===== src/rtl/ex_mem_pipe.sv =====
// EX->MEM pipeline register with a 2-entry skid (main + skid).
// Valid/ready on both sides, flush kills held entries, and the control
// strobes are gated by valid so bubbles never write memory or registers.
module ex_mem_pipe #(
  parameter int unsigned DATA_W     = 8,
  parameter int unsigned REG_ADDR_W = 5
) (
  input  logic                  clock,
  input  logic                  reset,
  input  logic                  flush,
  input  logic                  in_valid,
  output logic                  in_ready,
  input  logic                  in_branch,
  input  logic                  in_mem_read,
  input  logic                  in_mem_write,
  input  logic                  in_mem_to_reg,
  input  logic                  in_reg_write,
  input  logic                  in_zero,
  input  logic [DATA_W-1:0]     in_alu_result,
  input  logic [DATA_W-1:0]     in_write_data,
  input  logic [REG_ADDR_W-1:0] in_rd,
  output logic                  out_valid,
  input  logic                  out_ready,
  output logic                  out_branch,
  output logic                  out_mem_read,
  output logic                  out_mem_write,
  output logic                  out_reg_write,
  output logic                  out_mem_to_reg,
  output logic                  out_zero,
  output logic [DATA_W-1:0]     out_alu_result,
  output logic [DATA_W-1:0]     out_write_data,
  output logic [REG_ADDR_W-1:0] out_rd
);

  typedef struct packed {
    logic                  branch;
    logic                  mem_read;
    logic                  mem_write;
    logic                  mem_to_reg;
    logic                  reg_write;
    logic                  zero;
    logic [DATA_W-1:0]     alu_result;
    logic [DATA_W-1:0]     write_data;
    logic [REG_ADDR_W-1:0] rd;
  } bundle_t;

  typedef enum logic [1:0] {
    ST_EMPTY = 2'd0,
    ST_ONE   = 2'd1,
    ST_TWO   = 2'd2
  } state_t;

  state_t  state_q, state_d;
  bundle_t main_q, main_d;
  bundle_t skid_q, skid_d;
  bundle_t in_b;

  logic in_ready_q, in_ready_d;
  logic out_valid_q, out_valid_d;
  logic out_branch_q, out_branch_d;
  logic out_mem_read_q, out_mem_read_d;
  logic out_mem_write_q, out_mem_write_d;
  logic out_reg_write_q, out_reg_write_d;

  logic in_fire;
  logic out_fire;

  // Pack the EX-side fields into one bundle.
  always_comb begin
    in_b            = '0;
    in_b.branch     = in_branch;
    in_b.mem_read   = in_mem_read;
    in_b.mem_write  = in_mem_write;
    in_b.mem_to_reg = in_mem_to_reg;
    in_b.reg_write  = in_reg_write;
    in_b.zero       = in_zero;
    in_b.alu_result = in_alu_result;
    in_b.write_data = in_write_data;
    in_b.rd         = in_rd;
  end

  assign in_fire  = in_valid & in_ready_q;
  assign out_fire = out_valid_q & out_ready;

  // Occupancy FSM: main is always the older entry, skid the younger.
  always_comb begin
    state_d = state_q;
    main_d  = main_q;
    skid_d  = skid_q;

    case (state_q)
      ST_EMPTY: begin
        if (in_fire) begin
          state_d = ST_ONE;
          main_d  = in_b;
        end
      end
      ST_ONE: begin
        if (in_fire && out_fire) begin
          main_d = in_b;
        end else if (in_fire) begin
          state_d = ST_TWO;
          skid_d  = in_b;
        end else if (out_fire) begin
          state_d = ST_EMPTY;
        end
      end
      ST_TWO: begin
        if (out_fire) begin
          state_d = ST_ONE;
          main_d  = skid_q;
        end
      end
      default: state_d = ST_EMPTY;
    endcase

    // Flush drops everything, including a bundle arriving this cycle.
    if (flush) begin
      state_d = ST_EMPTY;
      main_d  = main_q;
      skid_d  = skid_q;
    end
  end

  // Registered handshake and valid-gated strobes, derived from next state.
  always_comb begin
    out_valid_d     = (state_d != ST_EMPTY);
    in_ready_d      = (state_d != ST_TWO);
    out_branch_d    = main_d.branch    & out_valid_d;
    out_mem_read_d  = main_d.mem_read  & out_valid_d;
    out_mem_write_d = main_d.mem_write & out_valid_d;
    out_reg_write_d = main_d.reg_write & out_valid_d;
  end

  // State and data registers with synchronous active-low reset.
  always_ff @(posedge clock) begin
    if (!reset) begin
      state_q         <= ST_EMPTY;
      main_q          <= '0;
      skid_q          <= '0;
      in_ready_q      <= 1'b1;
      out_valid_q     <= 1'b0;
      out_branch_q    <= 1'b0;
      out_mem_read_q  <= 1'b0;
      out_mem_write_q <= 1'b0;
      out_reg_write_q <= 1'b0;
    end else begin
      state_q         <= state_d;
      main_q          <= main_d;
      skid_q          <= skid_d;
      in_ready_q      <= in_ready_d;
      out_valid_q     <= out_valid_d;
      out_branch_q    <= out_branch_d;
      out_mem_read_q  <= out_mem_read_d;
      out_mem_write_q <= out_mem_write_d;
      out_reg_write_q <= out_reg_write_d;
    end
  end

  assign in_ready       = in_ready_q;
  assign out_valid      = out_valid_q;
  assign out_branch     = out_branch_q;
  assign out_mem_read   = out_mem_read_q;
  assign out_mem_write  = out_mem_write_q;
  assign out_reg_write  = out_reg_write_q;
  assign out_mem_to_reg = main_q.mem_to_reg;
  assign out_zero       = main_q.zero;
  assign out_alu_result = main_q.alu_result;
  assign out_write_data = main_q.write_data;
  assign out_rd         = main_q.rd;

endmodule


===== config.mk =====
export PLATFORM = sky130hd
export DESIGN_NAME = ex_mem_pipe
export DESIGN_NICKNAME = d
export VERILOG_FILES = /design/src/rtl/ex_mem_pipe.sv
export SDC_FILE = /design/constraint.sdc
export NUM_CORES = 1
export LEC_CHECK = 0
export BUFFER_PORTS_ARGS = -buffer_cell sky130_fd_sc_hd__clkbuf_2
export CAP_MARGIN = 20
export CELL_PAD_IN_SITES_DETAIL_PLACEMENT = 1
export CELL_PAD_IN_SITES_GLOBAL_PLACEMENT = 1
export CORE_MARGIN = 2
export CORE_UTILIZATION = 46
export CTS_BUF_LIST = sky130_fd_sc_hd__clkbuf_2
export CTS_CLUSTER_DIAMETER = 50
export DETAILED_ROUTE_END_ITERATION = 10
export PLACE_DENSITY_LB_ADDON = 0.08
export SLEW_MARGIN = 20
export SYNTH_ARGS = -nofsm -noshare
export SYNTH_HDL_FRONTEND = slang
export SYNTH_SLANG_ARGS = --single-unit

===== constraint.sdc =====
create_clock -name clock -period 2.11 [get_ports clock]
set_input_delay 0.1055 -clock clock [delete_from_list [all_inputs] [get_ports clock]]
set_output_delay 0.1055 -clock clock [all_outputs]
set_load 0.005 [all_outputs]

==> reports/summary.txt <==
Final setup violation count - 0
CTS Buffer Depth - 2
Max_slew headroom - 0.341
Setup CP Type - reg2reg
Post-synth net total - 310
Synth-to-layout area growth - 17.9%
Combinational power share - 0.137
Ant. Diodes - 0
CP endpoint kind - flop
Crit-path max cell delay - 0.53 ns
Via count - 2213
Initial antenna violation count - 0
Worst setup SP type - flop
Worst r2r src - state_q[1]$_SDFF_PN0_
Finished Cell Area - 3340 um2
#FFs+latches synth - 62
Min Clock Period, post-route - 1.89 ns
Sequential fraction of the synthesis area - 0.439
HP Class - in2reg
TritonCTS clock tree - built
DP HPWL - 4330 um
Die height - 82.4 um
Post-CTS Resized - 0
Antenna-violating nets left - 0
DR vias/cell - 5.23
Clock power share - 0.270
Pre-CTS WS - 0.217 ns
Slew @ Worst Pin - 0.985 ns
Pint - 1.49 mW
Site Rows - 28
Overall Global Routing Usage - 0.210
Asr flop ratio synth - 0
Top-Level Pins - 61
Synth area leader - dfxtp_1
Max FO, Critical Path - 15
RSZ-0062 raised after global routing - no
Die ar. - 6800 um2
Required time of the critical path - 2.49 ns
CP Cell Sequence - and4b_2 -> buf_4 -> a32o_1 -> a21oi_1 -> a21boi_0
Largest net degree at the start of global routing - 28
Hold Buf Count CTS - 27
Post-Syn Instances - 278
Setup repair bufs after CTS - 0
Max-slew violation count - 0
Clock skew - 0.0353 ns
Core box area - 5920 um2
Top cells by count, synth - 62 x dfxtp_1, 54 x nand2_1, 23 x a22oi_1
Area contributors post-synth - dfxtp_1 44%, o2bb2ai_2 11%, nand2_1 7.2%
Biggest register - skid_q
Die width - 82.4 um
Hold Crit Start - reset
Share of cells above drive strength 1 - 0.319
Final worst slack - 0.219 ns
Number of max-cap violations - 0
Cts bufs inserted - 9
Placed cell area - 2990 um2
Max FFs per register - 27
Finished Core Util - 0.564
Status - finished clean
Wirelength, routed - 6730 um
Fin nets - 376
Switching power total - 0.601 mW
Worst-skew pair later-pin latency - 0.47 ns
Critical Path Source - state_q[1]$_SDFF_PN0_
Top_reg_cell synth - dfxtp_1
Peak VDD IR - 0.362 mV
Fmax - 529 MHz
LEAKAGE - 1.29 nW
Critical path arrival - 2.27 ns
DR WL/cell - 15.9 um
Number of flops mapped to enable cells by yosys - 0
Reg power frac - 0.592
Share of the synthesized area in the top cell type - 0.439
CTS root buf - clkbuf_2
Setup_tns - 0 ns
GP Congestion - 0.743
Tcrit/Tclk final - 0.896
CP max stage cell - dfxtp_1
GRT overflow - 0
Final hold vios - 0
Number of clock sinks - 62
First-pass GRT wire length - 10700 um
Starting Density - 0.478
Vias in the first global route - 2178
Htree depth - 3
Netlist cell types - 32
Sw Share - 0.288
Most frequent cell after synthesis - dfxtp_1
Input/output buffers - 60
Worst-path clk slew - 0.19 ns
Synth Cell Area - 2830 um2
Power Density - 626 nW/um2
Ys Warns - 0
Post-Syn Area per Cell - 10.2 um2
Initial DRC Count - 65
Drt pass-1 iters - 5
Residual DRC count - 0
-- critical path, delay by kind of cell (launching register included) --
kind,cells,cell delay (ns)
flops,1,0.53
buf+inv,1,0.30
simple gates,1,0.53
compound gates,3,0.43
-- cell type report --
type                    instances  area (um2)
clock buffers                   9        45.0
multi-input cells             173        1280
flip-flops and latches         62        1240
well taps                      75        93.8
clock inverters                 6        30.0
fillers                       670        2580
inverters                       3        11.3
repair buffers                 95         631
-- power by group through the flow --
stage               clock network [mW]  registers, mW  logic (mW)
floorplan                            0           1.25       0.189
global placement                     0           1.26       0.245
detailed placement                   0           1.26       0.249
CTS                              0.584           1.24       0.287
global route                     0.640           1.24       0.314
finish                           0.565           1.24       0.286
-- routing by layer --
layer / global-route usage / vias to the layer above / share of wire
met5: 0 / - / 0
met3: 0.0391 / 7 / 0.033
met2: 0.324 / 44 / 0.46
met1: 0.292 / 1055 / 0.50
met4: 0.0750 / 0 / 0.011
li1: - / 1107 / -
-- cell usage in the layout, fill, tap and decap left out, drive strengths merged, types with 2 or more instances in the layout --
cell type and n:
a21boi 32, a21oi 11, a22oi 23, a32o 4
and4b 2, buf 8, clkbuf 69, clkinv 5
dfxtp 62, dlygate4sd3 27, inv 3, nand2 55
nor2 4, nor3b 4, o21ai 5, o2bb2ai 23
-- stage by stage --
stage / hold slack (ns) / std cells / power (mW)
6_report: 0.0861 / 423 / 2.09
3_5_place_dp: 0.353 / 381 / 1.51
3_3_place_gp: 0.347 / 381 / 1.51
4_1_cts: 0.0880 / 423 / 2.11
2_1_floorplan: 0.240 / 278 / 1.44
5_1_grt: 0.0878 / 423 / 2.20
-- path summary, 6_finish.rpt --
check,endpoint,slack [ns],depth (start not counted)
setup reg to reg,main_q[22]$_SDFF_PN0_,0.22,5
setup / recovery,main_q[22]$_SDFF_PN0_,0.22,5
hold reg to reg,skid_q[14]$_SDFFE_PN0P_,0.47,2
hold / removal,skid_q[14]$_SDFFE_PN0P_,0.09,2
-- cells by family (layout without fill, tap and decap cells) --
kind of cell / Yosys count / after routing / share of synthesized area
XOR/XNOR: 1 / 1 / 0.00310
buffers and inverters: 43 / 113 / 0.110
AO/OA/AOI/OAI: 102 / 102 / 0.328
flip-flops: 62 / 62 / 0.439
AND/OR/NAND/NOR: 70 / 70 / 0.120
Power figures use the tool's default switching activity.
